## src/rtl/l2_pkg.sv

```systemverilog
// Shared types for the L2 request arbiter.
//   L1_reqid_type .. SC_sptbr_type : request field types
//   L2_arb_req_type                : packed bundle of the five forwarded fields
//   l2_src_e                       : source port index carried with a grant
//   rr_pick_dc                     : round-robin grant decision for port 1
package l2_pkg;

  localparam int QDEPTH_DEFAULT = 2;

  typedef logic [4:0]  L1_reqid_type;
  typedef logic [2:0]  SC_cmd_type;
  typedef logic [12:0] SC_pcsign_type;
  typedef logic [38:0] SC_laddr_type;
  typedef logic [37:0] SC_sptbr_type;

  typedef struct packed {
    L1_reqid_type  dcid;
    SC_cmd_type    cmd;
    SC_pcsign_type pcsign;
    SC_laddr_type  laddr;
    SC_sptbr_type  sptbr;
  } L2_arb_req_type;

  typedef enum logic {
    SRC_IC = 1'b0,
    SRC_DC = 1'b1
  } l2_src_e;

  // Port 1 wins when it is the only non-empty queue, or when both are
  // non-empty and the priority pointer is 0 (ptr=1 favours port 0).
  function automatic logic rr_pick_dc(input logic ic_ne, input logic dc_ne,
                                      input logic ptr);
    return dc_ne & (~ic_ne | ~ptr);
  endfunction

endpackage

```

## src/rtl/l2cache_req_arb_if.sv

```systemverilog
// Request channel between a cache and the arbiter, and between the arbiter
// and the L2 pipe.
//   valid : request present          (sender -> receiver)
//   retry : receiver refuses         (receiver -> sender)
//   src   : originating port index   (only meaningful toward the L2 pipe)
//   req   : packed request fields
// Handshake: a transfer happens on a rising clock edge where valid=1 and
// retry=0. While retry=1 the sender keeps valid and req unchanged.
interface l2cache_req_arb_if;
  import l2_pkg::*;

  logic           valid;
  logic           retry;
  logic           src;
  L2_arb_req_type req;

  modport master (output valid, output src, output req, input retry);
  modport slave  (input valid, input req, output retry);

endinterface

```

## src/rtl/l2_req_fifo2.sv

```systemverilog
// Two-entry request FIFO used as the per-port input queue.
//   clk, reset : clock, synchronous active-high reset (empties the queue)
//   push_i     : write data_i (ignored when full)
//   data_i     : request to enqueue
//   pop_i      : drop the head (ignored when empty)
//   data_o     : current head
//   full_o     : count == DEPTH (registered)
//   empty_o    : count == 0 (registered)
module l2_req_fifo2
  import l2_pkg::*;
#(
  parameter int DEPTH = 2
) (
  input  logic           clk,
  input  logic           reset,
  input  logic           push_i,
  input  L2_arb_req_type data_i,
  input  logic           pop_i,
  output L2_arb_req_type data_o,
  output logic           full_o,
  output logic           empty_o
);

  L2_arb_req_type mem_q [2];
  logic           wr_ptr_q, wr_ptr_d;
  logic           rd_ptr_q, rd_ptr_d;
  logic [1:0]     count_q, count_d;
  logic           do_push, do_pop;

  assign full_o  = (count_q == 2'(DEPTH));
  assign empty_o = (count_q == 2'd0);
  assign data_o  = mem_q[rd_ptr_q];

  assign do_push = push_i & ~full_o;
  assign do_pop  = pop_i & ~empty_o;

  always_comb begin
    wr_ptr_d = wr_ptr_q;
    rd_ptr_d = rd_ptr_q;
    count_d  = count_q;
    if (do_push) wr_ptr_d = ~wr_ptr_q;
    if (do_pop)  rd_ptr_d = ~rd_ptr_q;
    // push and pop together leave the occupancy unchanged
    if (do_push && !do_pop) count_d = count_q + 2'd1;
    if (do_pop && !do_push) count_d = count_q - 2'd1;
  end

  always_ff @(posedge clk) begin
    if (reset) begin
      wr_ptr_q <= 1'b0;
      rd_ptr_q <= 1'b0;
      count_q  <= 2'd0;
    end else begin
      wr_ptr_q <= wr_ptr_d;
      rd_ptr_q <= rd_ptr_d;
      count_q  <= count_d;
    end
  end

  // Storage carries no reset: an entry is only read after it was written.
  always_ff @(posedge clk) begin
    if (do_push) mem_q[wr_ptr_q] <= data_i;
  end

endmodule

```

## src/rtl/l2cache_req_arb.sv

```systemverilog
// Two-port round-robin arbiter feeding the L2 pipe request port.
//   clk, reset : clock, synchronous active-high reset
//   ic_req     : icache requests (port 0), slave side
//   dc_req     : dcache requests (port 1), slave side
//   l2_req     : registered request toward the L2 pipe, master side;
//                l2_req.src names the port that won the grant
// Each port has a 2-entry queue whose full flag is the port's retry. The
// arbiter looks at the queue heads and refills the output register whenever
// it is empty or is transferring this cycle, so a saturated L2 sees one
// request per cycle. Latency from input transfer to l2_req.valid is 2 cycles.
module l2cache_req_arb
  import l2_pkg::*;
#(
  parameter int QDEPTH    = QDEPTH_DEFAULT,
  parameter bit RESET_PTR = 1'b1
) (
  input logic clk,
  input logic reset,
  l2cache_req_arb_if.slave  ic_req,
  l2cache_req_arb_if.slave  dc_req,
  l2cache_req_arb_if.master l2_req
);

  L2_arb_req_type ic_head, dc_head;
  logic           ic_full, ic_empty, dc_full, dc_empty;
  logic           ic_push, dc_push;
  logic           grant_ic, grant_dc;
  logic           stage_free;

  logic           out_valid_q, out_valid_d;
  logic           out_src_q, out_src_d;
  L2_arb_req_type out_req_q, out_req_d;
  logic           rr_ptr_q, rr_ptr_d;

  // Retry comes straight from the registered full flag.
  assign ic_req.retry = ic_full;
  assign dc_req.retry = dc_full;
  assign ic_push      = ic_req.valid & ~ic_full;
  assign dc_push      = dc_req.valid & ~dc_full;

  l2_req_fifo2 #(.DEPTH(QDEPTH)) u_ic_fifo (
    .clk     (clk),
    .reset   (reset),
    .push_i  (ic_push),
    .data_i  (ic_req.req),
    .pop_i   (grant_ic),
    .data_o  (ic_head),
    .full_o  (ic_full),
    .empty_o (ic_empty)
  );

  l2_req_fifo2 #(.DEPTH(QDEPTH)) u_dc_fifo (
    .clk     (clk),
    .reset   (reset),
    .push_i  (dc_push),
    .data_i  (dc_req.req),
    .pop_i   (grant_dc),
    .data_o  (dc_head),
    .full_o  (dc_full),
    .empty_o (dc_empty)
  );

  // The output register may be overwritten when empty or when its current
  // contents leave this cycle.
  assign stage_free = ~out_valid_q | ~l2_req.retry;

  always_comb begin
    grant_ic    = 1'b0;
    grant_dc    = 1'b0;
    out_valid_d = out_valid_q;
    out_src_d   = out_src_q;
    out_req_d   = out_req_q;
    rr_ptr_d    = rr_ptr_q;
    if (stage_free) begin
      grant_dc    = rr_pick_dc(~ic_empty, ~dc_empty, rr_ptr_q);
      grant_ic    = ~ic_empty & ~grant_dc;
      out_valid_d = grant_ic | grant_dc;
      if (grant_ic) begin
        out_src_d = SRC_IC;
        out_req_d = ic_head;
      end
      if (grant_dc) begin
        out_src_d = SRC_DC;
        out_req_d = dc_head;
      end
      // Only a contested grant moves priority, and it moves to the loser.
      if (!ic_empty && !dc_empty) rr_ptr_d = ~rr_ptr_q;
    end
  end

  always_ff @(posedge clk) begin
    if (reset) begin
      out_valid_q <= 1'b0;
      out_src_q   <= SRC_IC;
      out_req_q   <= '0;
      rr_ptr_q    <= RESET_PTR;
    end else begin
      out_valid_q <= out_valid_d;
      out_src_q   <= out_src_d;
      out_req_q   <= out_req_d;
      rr_ptr_q    <= rr_ptr_d;
    end
  end

  assign l2_req.valid = out_valid_q;
  assign l2_req.src   = out_src_q;
  assign l2_req.req   = out_req_q;

endmodule

```

## src/flat_wrapper.sv

```systemverilog
// flat-port wrapper written by rule: the top's interface ports become plain ports
module l2cache_req_arb_flat import l2_pkg::*;
#(
  parameter int QDEPTH    = QDEPTH_DEFAULT,
  parameter bit RESET_PTR = 1'b1
)
  (clk, reset, ic_req_valid, ic_req_req, ic_req_retry, dc_req_valid, dc_req_req, dc_req_retry, l2_req_valid, l2_req_src, l2_req_req, l2_req_retry);
  l2cache_req_arb_if ic_req_i ();
  l2cache_req_arb_if dc_req_i ();
  l2cache_req_arb_if l2_req_i ();
  input logic clk;
  input logic reset;
  input wire logic [$bits(ic_req_i.valid)-1:0] ic_req_valid;
  input wire logic [$bits(ic_req_i.req)-1:0] ic_req_req;
  output wire logic [$bits(ic_req_i.retry)-1:0] ic_req_retry;
  input wire logic [$bits(dc_req_i.valid)-1:0] dc_req_valid;
  input wire logic [$bits(dc_req_i.req)-1:0] dc_req_req;
  output wire logic [$bits(dc_req_i.retry)-1:0] dc_req_retry;
  output wire logic [$bits(l2_req_i.valid)-1:0] l2_req_valid;
  output wire logic [$bits(l2_req_i.src)-1:0] l2_req_src;
  output wire logic [$bits(l2_req_i.req)-1:0] l2_req_req;
  input wire logic [$bits(l2_req_i.retry)-1:0] l2_req_retry;
  assign ic_req_i.valid = ic_req_valid;
  assign ic_req_i.req = ic_req_req;
  assign ic_req_retry = ic_req_i.retry;
  assign dc_req_i.valid = dc_req_valid;
  assign dc_req_i.req = dc_req_req;
  assign dc_req_retry = dc_req_i.retry;
  assign l2_req_valid = l2_req_i.valid;
  assign l2_req_src = l2_req_i.src;
  assign l2_req_req = l2_req_i.req;
  assign l2_req_i.retry = l2_req_retry;
  l2cache_req_arb #(.QDEPTH(QDEPTH), .RESET_PTR(RESET_PTR)) u_core (.clk(clk), .reset(reset), .ic_req(ic_req_i), .dc_req(dc_req_i), .l2_req(l2_req_i));
endmodule
```

## config.mk

```make
export PLATFORM = sky130hd
export DESIGN_NAME = l2cache_req_arb_flat
export DESIGN_NICKNAME = d
export VERILOG_FILES = /design/src/rtl/l2_pkg.sv /design/src/rtl/l2cache_req_arb_if.sv /design/src/rtl/l2_req_fifo2.sv /design/src/rtl/l2cache_req_arb.sv /design/src/flat_wrapper.sv
export SDC_FILE = /design/constraint.sdc
export NUM_CORES = 1
export LEC_CHECK = 0
export ABC_AREA = 1
export CORE_ASPECT_RATIO = 0.7
export CORE_MARGIN = 1
export CORE_UTILIZATION = 40
export CTS_CLUSTER_DIAMETER = 200
export DETAILED_ROUTE_END_ITERATION = 10
export DONT_BUFFER_PORTS = 1
export GPL_ROUTABILITY_DRIVEN = 0
export PLACE_DENSITY = 0.6
export REMOVE_ABC_BUFFERS = 1
export SLEW_MARGIN = 15
export SYNTH_ARGS = -nofsm -noshare
export SYNTH_HDL_FRONTEND = slang
export SYNTH_SLANG_ARGS = --single-unit
```

## constraint.sdc

```tcl
create_clock -name clk -period 17 [get_ports clk]
set_input_delay 4.25 -clock clk [delete_from_list [all_inputs] [get_ports clk]]
set_output_delay 4.25 -clock clk [all_outputs]
set_load 0.01 [all_outputs]
```

Yosys cells after proc, flatten, opt, wreduce, memory -nomap -nowiden
Memory sizes are Yosys's and may differ from the RTL's. A register that Yosys moved wholly into a read port is not among the register bits.
Cells that the tools add are included.
{"block": "word_totals", "regBits": 109, "ram_bits": 392, "in_bits": 201, "output_inout_bits": 102, "wordCells": 81, "n_memories": 2}
{"block": "op_classes", "n_addsub": 4, "eq_ne": 2, "mux": 18, "bitwise": 23, "n_reduce_logical": 18}
{"name": "u_core.u_dc_fifo.mem_q", "words": 2, "width": 98, "rd": 1, "rd_ports_with_merged_regs": 1, "write_ports": 1, "line": "l2_req_fifo2.sv:24", "source": "L2_arb_req_type mem_q [2];"}
{"name": "u_core.u_ic_fifo.mem_q", "words": 2, "width": 98, "rd": 1, "rd_ports_with_merged_regs": 1, "write_ports": 1, "line": "l2_req_fifo2.sv:24"}
{"operator": "$mux 98", "count": 2}
{"operator": "$mux 1", "count": 12}
{"operator": "$not 1->1", "count": 12}
{"operator": "$and 1x1->1", "count": 8}
{"operator": "$mux 2", "count": 4}
{"operator": "$logic_not 1->1", "count": 6}
{"operator": "$reduce_bool 2->1", "count": 3}
{"operator": "$logic_and 1x1->1", "count": 5}
{"operator": "$add 2x1->2 const B", "count": 2}
{"operator": "$eq 2x2->1 const B", "count": 2}
{"operator": "$logic_not 2->1", "count": 2}
{"operator": "$reduce_and 2->1", "count": 2}
{"operator": "$sub 2x1->2 const B", "count": 2}
{"operator": "$or 1x1->1", "count": 3}

Depth between registers and ports, before layout
{"block": "logic_depth", "depth_word": 11, "mapped_depth": 12, "depth_no_buf": 11}

Hierarchy
Synthesis repeated with hierarchy kept, for this count alone.
{"block": "hier_totals", "hier_cells": 1562, "hier_area_um2": 20139.3}
{"module": "l2_req_fifo2", "instances": 2, "cells_each": 345, "area_per_inst_um2": 7389.6, "seq_area_each_um2": 5985.7}
{"module": "l2cache_req_arb", "instances": 1, "cells_each": 872, "area_per_inst_um2": 5360.1, "seq_area_each_um2": 2021.9}

Least setup slack after synthesis
Ideal clock, no wire load.
{"block": "synth_path", "path_kind": "input -> register", "from": "in ic_req_valid", "to": "mem u_core.u_ic_fifo.mem_q[0][0] in the netlist's numbering, enable pin", "setup_time_ns": 0.556, "arrival_time_ns": 8.532, "required_ns": 16.444, "path_slack_ns": 7.912, "path_stages": 2, "n_path_buf": 0, "cell_sequence": "o21ai_0 -> nor2_1"}
{"block": "synth_via", "elab_chain_cells": 4}
{"item": "start: declaration", "line": "flat_wrapper.sv:13", "source": "input wire logic [$bits(ic_req_i.valid)-1:0] ic_req_valid;"}
{"item": "$and 1x1->1", "line": "l2cache_req_arb.sv:38", "source": "assign ic_push = ic_req.valid & ~ic_full;"}
{"item": "$and 1x1->1", "line": "l2_req_fifo2.sv:34", "source": "assign do_push = push_i & ~full_o;"}
{"item": "$mux 1", "line": "l2_req_fifo2.sv:62", "source": "if (do_push) mem_q[wr_ptr_q] <= data_i;"}
{"item": "$mux 1 (not written as such)", "line": "l2_req_fifo2.sv:62"}
{"item": "end: declaration", "line": "l2_req_fifo2.sv:24"}
No other way between the ends.

Worst setup path after layout
{"block": "layout_path", "from": "in dc_req_valid", "to": "mem u_core.u_dc_fifo.mem_q[1][23] in the netlist's numbering, enable pin"}
{"block": "layout_via", "elab_chain_cells": 4}
{"item": "start: declaration", "line": "flat_wrapper.sv:16", "source": "input wire logic [$bits(dc_req_i.valid)-1:0] dc_req_valid;"}
{"item": "$and 1x1->1", "line": "l2cache_req_arb.sv:39", "source": "assign dc_push = dc_req.valid & ~dc_full;"}
{"item": "$and 1x1->1", "line": "l2_req_fifo2.sv:34"}
{"item": "$mux 1", "line": "l2_req_fifo2.sv:62"}
{"item": "$mux 1 (not written as such)", "line": "l2_req_fifo2.sv:62"}
{"item": "end: declaration", "line": "l2_req_fifo2.sv:24"}
No other way between the ends.

==> out/results.txt <==
Worst Path Required: 17.20 ns
post-synthesis cell count: 1934
I/O pins: 303
Synth Area in XOR/XNOR: 0.0444%
proportion of synthesized area in mux cells: 0%
skew final: 0.0109 ns
CTS max path bufs: 3
final core utilization: 45.6%
WL per Instance: 17.5 um
Arrival @ worst endpoint: 6.47 ns
share of the synthesized area in the top cell type: 59.6%
register area share after synthesis: 70.9%
latest clock arrival within the worst-skew pair: 0.58 ns
area fraction in compound gates after synthesis: 2.98%
met2 usage: 30.4%
number of port buffers: 0
DR iter-0 viols: 610
Placed Cells: 2511
Synth area leader: edfxtp_1
count of cell types in the netlist: 17
post-route cell area: 22000 sq um
crit end category: register
Fill cells: 4428
DR DRC count: 0
Core Area: 48300 sq um
largest family of logic cells by synthesized area: simple AND/OR/NAND/NOR gates
Setup Buffers After CTS: 0
commonest non-fill, non-tap cell in the layout: nand2_1
Ys Warns: 0
layout cells sized above 1: 5.75%
area share of fa/ha/maj cells after synthesis: 0.127%
unrepaired setup endpoints after global routing: no
most frequent cells in the layout: nand2_1 (690), edfxtp_1 (392), nor2_1 (214), inv_1 (198), dfxtp_1 (109)
final hold vios: 0
Pins Over Slew Limit: 0
WS Path Type: in -> reg
crit share post-route: 36.9%
Worst-Margin Slew: 1.06 ns
most used routing layer: met2
DP HPWL: 27.1 mm
Root Driver: clkbuf_16
slew margin rel.: 28.3%
min Tclk post-route: 6.27 ns
die height: 188 um
GRT Residual Overflow: 0
Cell Area, Placed: 20300 sq um
met1 GRT Util: 22.1%
final-report setup violation count: 0
status: finished, final reports clean
H-tree depth: 2
die span in x: 268 um
number of gates resized after CTS: 0
Die ar.: 50300 sq um
Non-Filler Instances: 2603
hold buffers post-CTS: 0
count of state elements after synthesis: 503
Max-Cap Viols: 0
Routed Wire Length: 45.5 mm
Synth area leaders: edfxtp_1 (60%), nand2_1 (13%), dfxtp_1 (11%)
Rows: 67
achievable clock frequency: 160 MHz
DR vias: 12300
leakage power total: 9.22 nW
GRT Util Overall: 18.3%
total CTS buffers: 49
Reg2Reg Depth: 4
clock-pin slew on the worst setup and hold paths: 0.06 ns
CTS tree: built
drt first pass iters: 5
starting density of the core: 40.9%
Hold WC Path Type: reg -> reg
Area Overhead vs Synth: 11.5%
# diodes: 0
largest net degree at the start of global routing: 96
VDD IR max: 0.000159 V
simple-gate area share of the yosys netlist: 20.0%
Power Dens Cells: 190 nW/um^2
hold depth: 2
setup TNS: 0 ns
initial antenna violation count: 1
Mean Syn Cell Area: 10.2 sq um
CTS sink cnt: 503
met3 Use GR: 7.33%
crit start category: input pin
Synth Cell Area: 19700 sq um
number of global-route vias before repair: 11900
Vias/cell: 4.71
final net count: 2110
post-route ant nets: 0
Max FO, Critical Path: 47
first-pass GRT wire length: 69.8 mm
worst hold slack: 0.499 ns
## power by group
group | switching (mW) | internal (mW) | total (mW)
clock network | 0.460 | 0.664 | 1.12
logic | 0.916 | 0.373 | 1.29
registers | 0.174 | 1.59 | 1.76
## synthesized netlist by cell type (all sizes together)
| cell | n |
|---|---|
| a21oi | 9 |
| buf | 48 |
| clkbuf | 47 |
| dfxtp | 111 |
| edfxtp | 392 |
| ha | 2 |
| inv | 201 |
| nand2 | 692 |
| nand3 | 105 |
| nor2 | 218 |
| o21ai | 108 |
| xor2 | 1 |
## per-layer routing
| metal | vias up | routed length (um) |
|---|---|---|
| met1 | 5756 | 18900 |
| met3 | 57 | 4470 |
| met2 | 297 | 21500 |
| li1 | 6147 | - |
| met4 | 0 | 630 |
| met5 | - | 0 |
## critical path, stage by stage
cell and delay [ns]:
o21ai_0 0.30, nor2_4 0.65, buf_4 0.53, buf_4 0.65
## area by class of cell
type,instances,area [sq um],area share (%)
Clock inverter,27,270,1.23
Multi-Input combinational cell,1135,4620,21.0
Timing Repair Buffer,17,128,0.580
Clock buffer,65,1420,6.44
Tap cell,655,820,3.72
Inverter,201,757,3.44
Sequential cell,503,14000,63.6
## path summary, 6_finish.rpt
check                                    from                             to  slack (ns)
hold reg to reg     u_core.u_ic_fifo.rd_ptr_q                       register        0.50
setup reg to reg  u_core.u_dc_fifo.count_q[0]  u_core.u_dc_fifo.mem_q[1][23]       13.90
setup / recovery                 dc_req_valid  u_core.u_dc_fifo.mem_q[1][23]       10.73
hold / removal      u_core.u_ic_fifo.rd_ptr_q                       register        0.50
## flip-flops by register name, indices dropped and copies added, names as in the netlist, named ones only
signal                     cells
u_core.l2_req.src              1
u_core.u_dc_fifo.mem_q       196
u_core.u_dc_fifo.rd_ptr_q      1
u_core.l2_req.valid            1
u_core.u_ic_fifo.wr_ptr_q      1
u_core.u_dc_fifo.wr_ptr_q      1
u_core.l2_req.req             98
u_core.u_ic_fifo.rd_ptr_q      1
u_core.rr_ptr_q                1
u_core.u_dc_fifo.count_q       2
u_core.u_ic_fifo.count_q       2
u_core.u_ic_fifo.mem_q       196
## cells by family after synthesis
group	Yosys count
AND/OR/NAND/NOR	1015
AO/OA/AOI/OAI	117
buffers and inverters	296
XOR/XNOR	1
adder cells (fa/ha/maj)	2
flip-flops	503
## per-stage QoR
step / setup WS, ns / power (mW)
after global placement: 10.15 / 3.08
final: 10.73 / 4.18
after floorplan: 7.91 / 2.80
after detailed placement: 10.08 / 3.11
after CTS: 10.70 / 4.24
after global routing: 10.56 / 4.50
Power figures use the tool's default switching activity.
==> patch, RTL diff (same settings) <==
`RESET_PTR` is set to 1'b1 in 2 places; all go to 1'b0.
--- a/src/rtl/l2cache_req_arb.sv
+++ b/src/rtl/l2cache_req_arb.sv
@@ -14,3 +14,3 @@
   parameter int QDEPTH    = QDEPTH_DEFAULT,
-  parameter bit RESET_PTR = 1'b1
+  parameter bit RESET_PTR = 1'b0
 ) (
--- a/src/flat_wrapper.sv
+++ b/src/flat_wrapper.sv
@@ -4,3 +4,3 @@
   parameter int QDEPTH    = QDEPTH_DEFAULT,
-  parameter bit RESET_PTR = 1'b1
+  parameter bit RESET_PTR = 1'b0
 )
Check against the original RTL: not equivalent (Yosys sat finds a counterexample within 4 cycles, from zero or initial values and one cycle with reset high).
==> patch against the original RTL <==
Synthesized area hardly changed; hold slack better by 0.0039 ns; critical path depth stayed put; setup slack better by 0.32 ns; routed wire length rose by 0.88%; maximum frequency increased by 5.4%; power down 3.7%; sequential cell count is the same; design area is essentially flat; critical endpoint is now u_core.u_ic_fifo.mem_q[1][64]$_DFFE_PP_; largest cell class unchanged; highest routed layer unchanged.
==> patch: results (changes against the original RTL) <==
status completed; final instance area 0.0220 sq mm (about the same); CP max-delay cell buf_4; root buffer cell clkbuf_16; Area after DPL 0.0203 sq mm (about the same); Synth cell types 19 (+2); first-pass GRT wire length 70500 microns (+1.0%); vias in the first global route 12.2k (+2.1%); largest net degree at the start of global routing 111 (+16%); Arr. time, crit path 6.14 ns (-0.33 ns); CP max stage delay 0.74 ns (+0.09 ns); Starting DRT DRC Count 813 (+33%); CLK BUF 63 (-3.1%); HPWL Detailed 27400 microns (+0.87%); ClkCell Share 7.60% (-0.069 points); fillers 4479 (+1.2%); internal reg-to-reg setup slack 14.24 ns (+0.34 ns); Non-CTS inverters 203 (+1.0%); VDD IR max 0.000112 V (-29%); sequential cell area share 63.6% (about the same); share of cells above drive strength 1 5.79% (+0.045 points); WHS 0.503 ns (+0.00393 ns); mean post-synth cell area 10.2 sq um (-0.16%); number of non-clock buffers in the layout 18 (+1); Multi-input gate area 0.00462 sq mm (about the same); Leak Pwr 9.24 nW (+0.14%); FF-to-FF Start u_core.u_ic_fifo.count_q[0]$_SDFFE_PP0P_; Routed Wire Length 45900 microns (+0.88%); Max-Slew Margin vs Limit 27.8% (-0.48 points); Non-Filler Instances 2605 (+0.077%); Commonest cells post-synth nand2_1, edfxtp_1, nor2_1, inv_1, dfxtp_1; Synth area leaders edfxtp_1, nand2_1, dfxtp_1, nor2_1, inv_1; final core occ 45.6% (about the same); post-synthesis sequential area ratio 70.9% (about the same); Fin Clk Skew 0.0162 ns (+0.00526 ns); GRT Util Overall 18.5% (+0.21 points); Hold Path Stages 2 (unchanged); worst slack, placed 10.44 ns (+0.360 ns); Vias/cell 4.76 (+1.2%); Layout Nets 2113 (+0.14%); Worst R2R End u_core.u_ic_fifo.mem_q[1][64]$_DFFE_PP_
## patch: worst max-delay path, delay by kind of cell
kind                   cells  cell delay, ns
buffers and inverters      2            1.25
AND/OR/NAND/NOR            1            0.18
AO/OA/AOI/OAI              1            0.31
## patch: routing by layer
metal  global-route usage (%)  share of wire (%)
met2                     29.0                 45
met5                        0                  0
met3                     8.06                 11
met1                     23.1                 41
met4                     5.21                2.0
## patch: power breakdown
part / leakage [nW] / switching (W) / internal [W]
clock network: 0.837 / 0.000462 / 0.000656
logic: 3.81 / 0.000802 / 0.000336
registers: 4.59 / 0.000192 / 0.00157
total: 9.24 / 0.00146 / 0.00256
## patch: kinds of logic (layout without fill, tap and decap cells)
family / Yosys count / in the layout / synth area share, %
AOI/OAI and AO/OA: 117 / 117 / 2.99
xor gates and xnor gates: 1 / 1 / 0.0444
adders and majority gates: 2 / 2 / 0.127
buffers and inverters: 298 / 312 / 5.94
DFF: 503 / 503 / 70.9
and+or+nand+nor: 1015 / 1015 / 20.0
## patch: worst max path at each step
stage                      start                                       to  slack [ns]  cells after the start
finish              ic_req_valid  u_core.u_ic_fifo.mem_q[1][64]$_DFFE_PP_       11.05                      4
global route        ic_req_valid  u_core.u_ic_fifo.mem_q[0][94]$_DFFE_PP_       10.90                      4
floorplan           ic_req_valid   u_core.u_ic_fifo.mem_q[0][0]$_DFFE_PP_        7.91                      2
CTS                 ic_req_valid  u_core.u_ic_fifo.mem_q[1][44]$_DFFE_PP_       11.06                      4
global placement    ic_req_valid  u_core.u_ic_fifo.mem_q[1][42]$_DFFE_PP_       10.45                      4
detailed placement  ic_req_valid  u_core.u_ic_fifo.mem_q[0][29]$_DFFE_PP_       10.44                      4
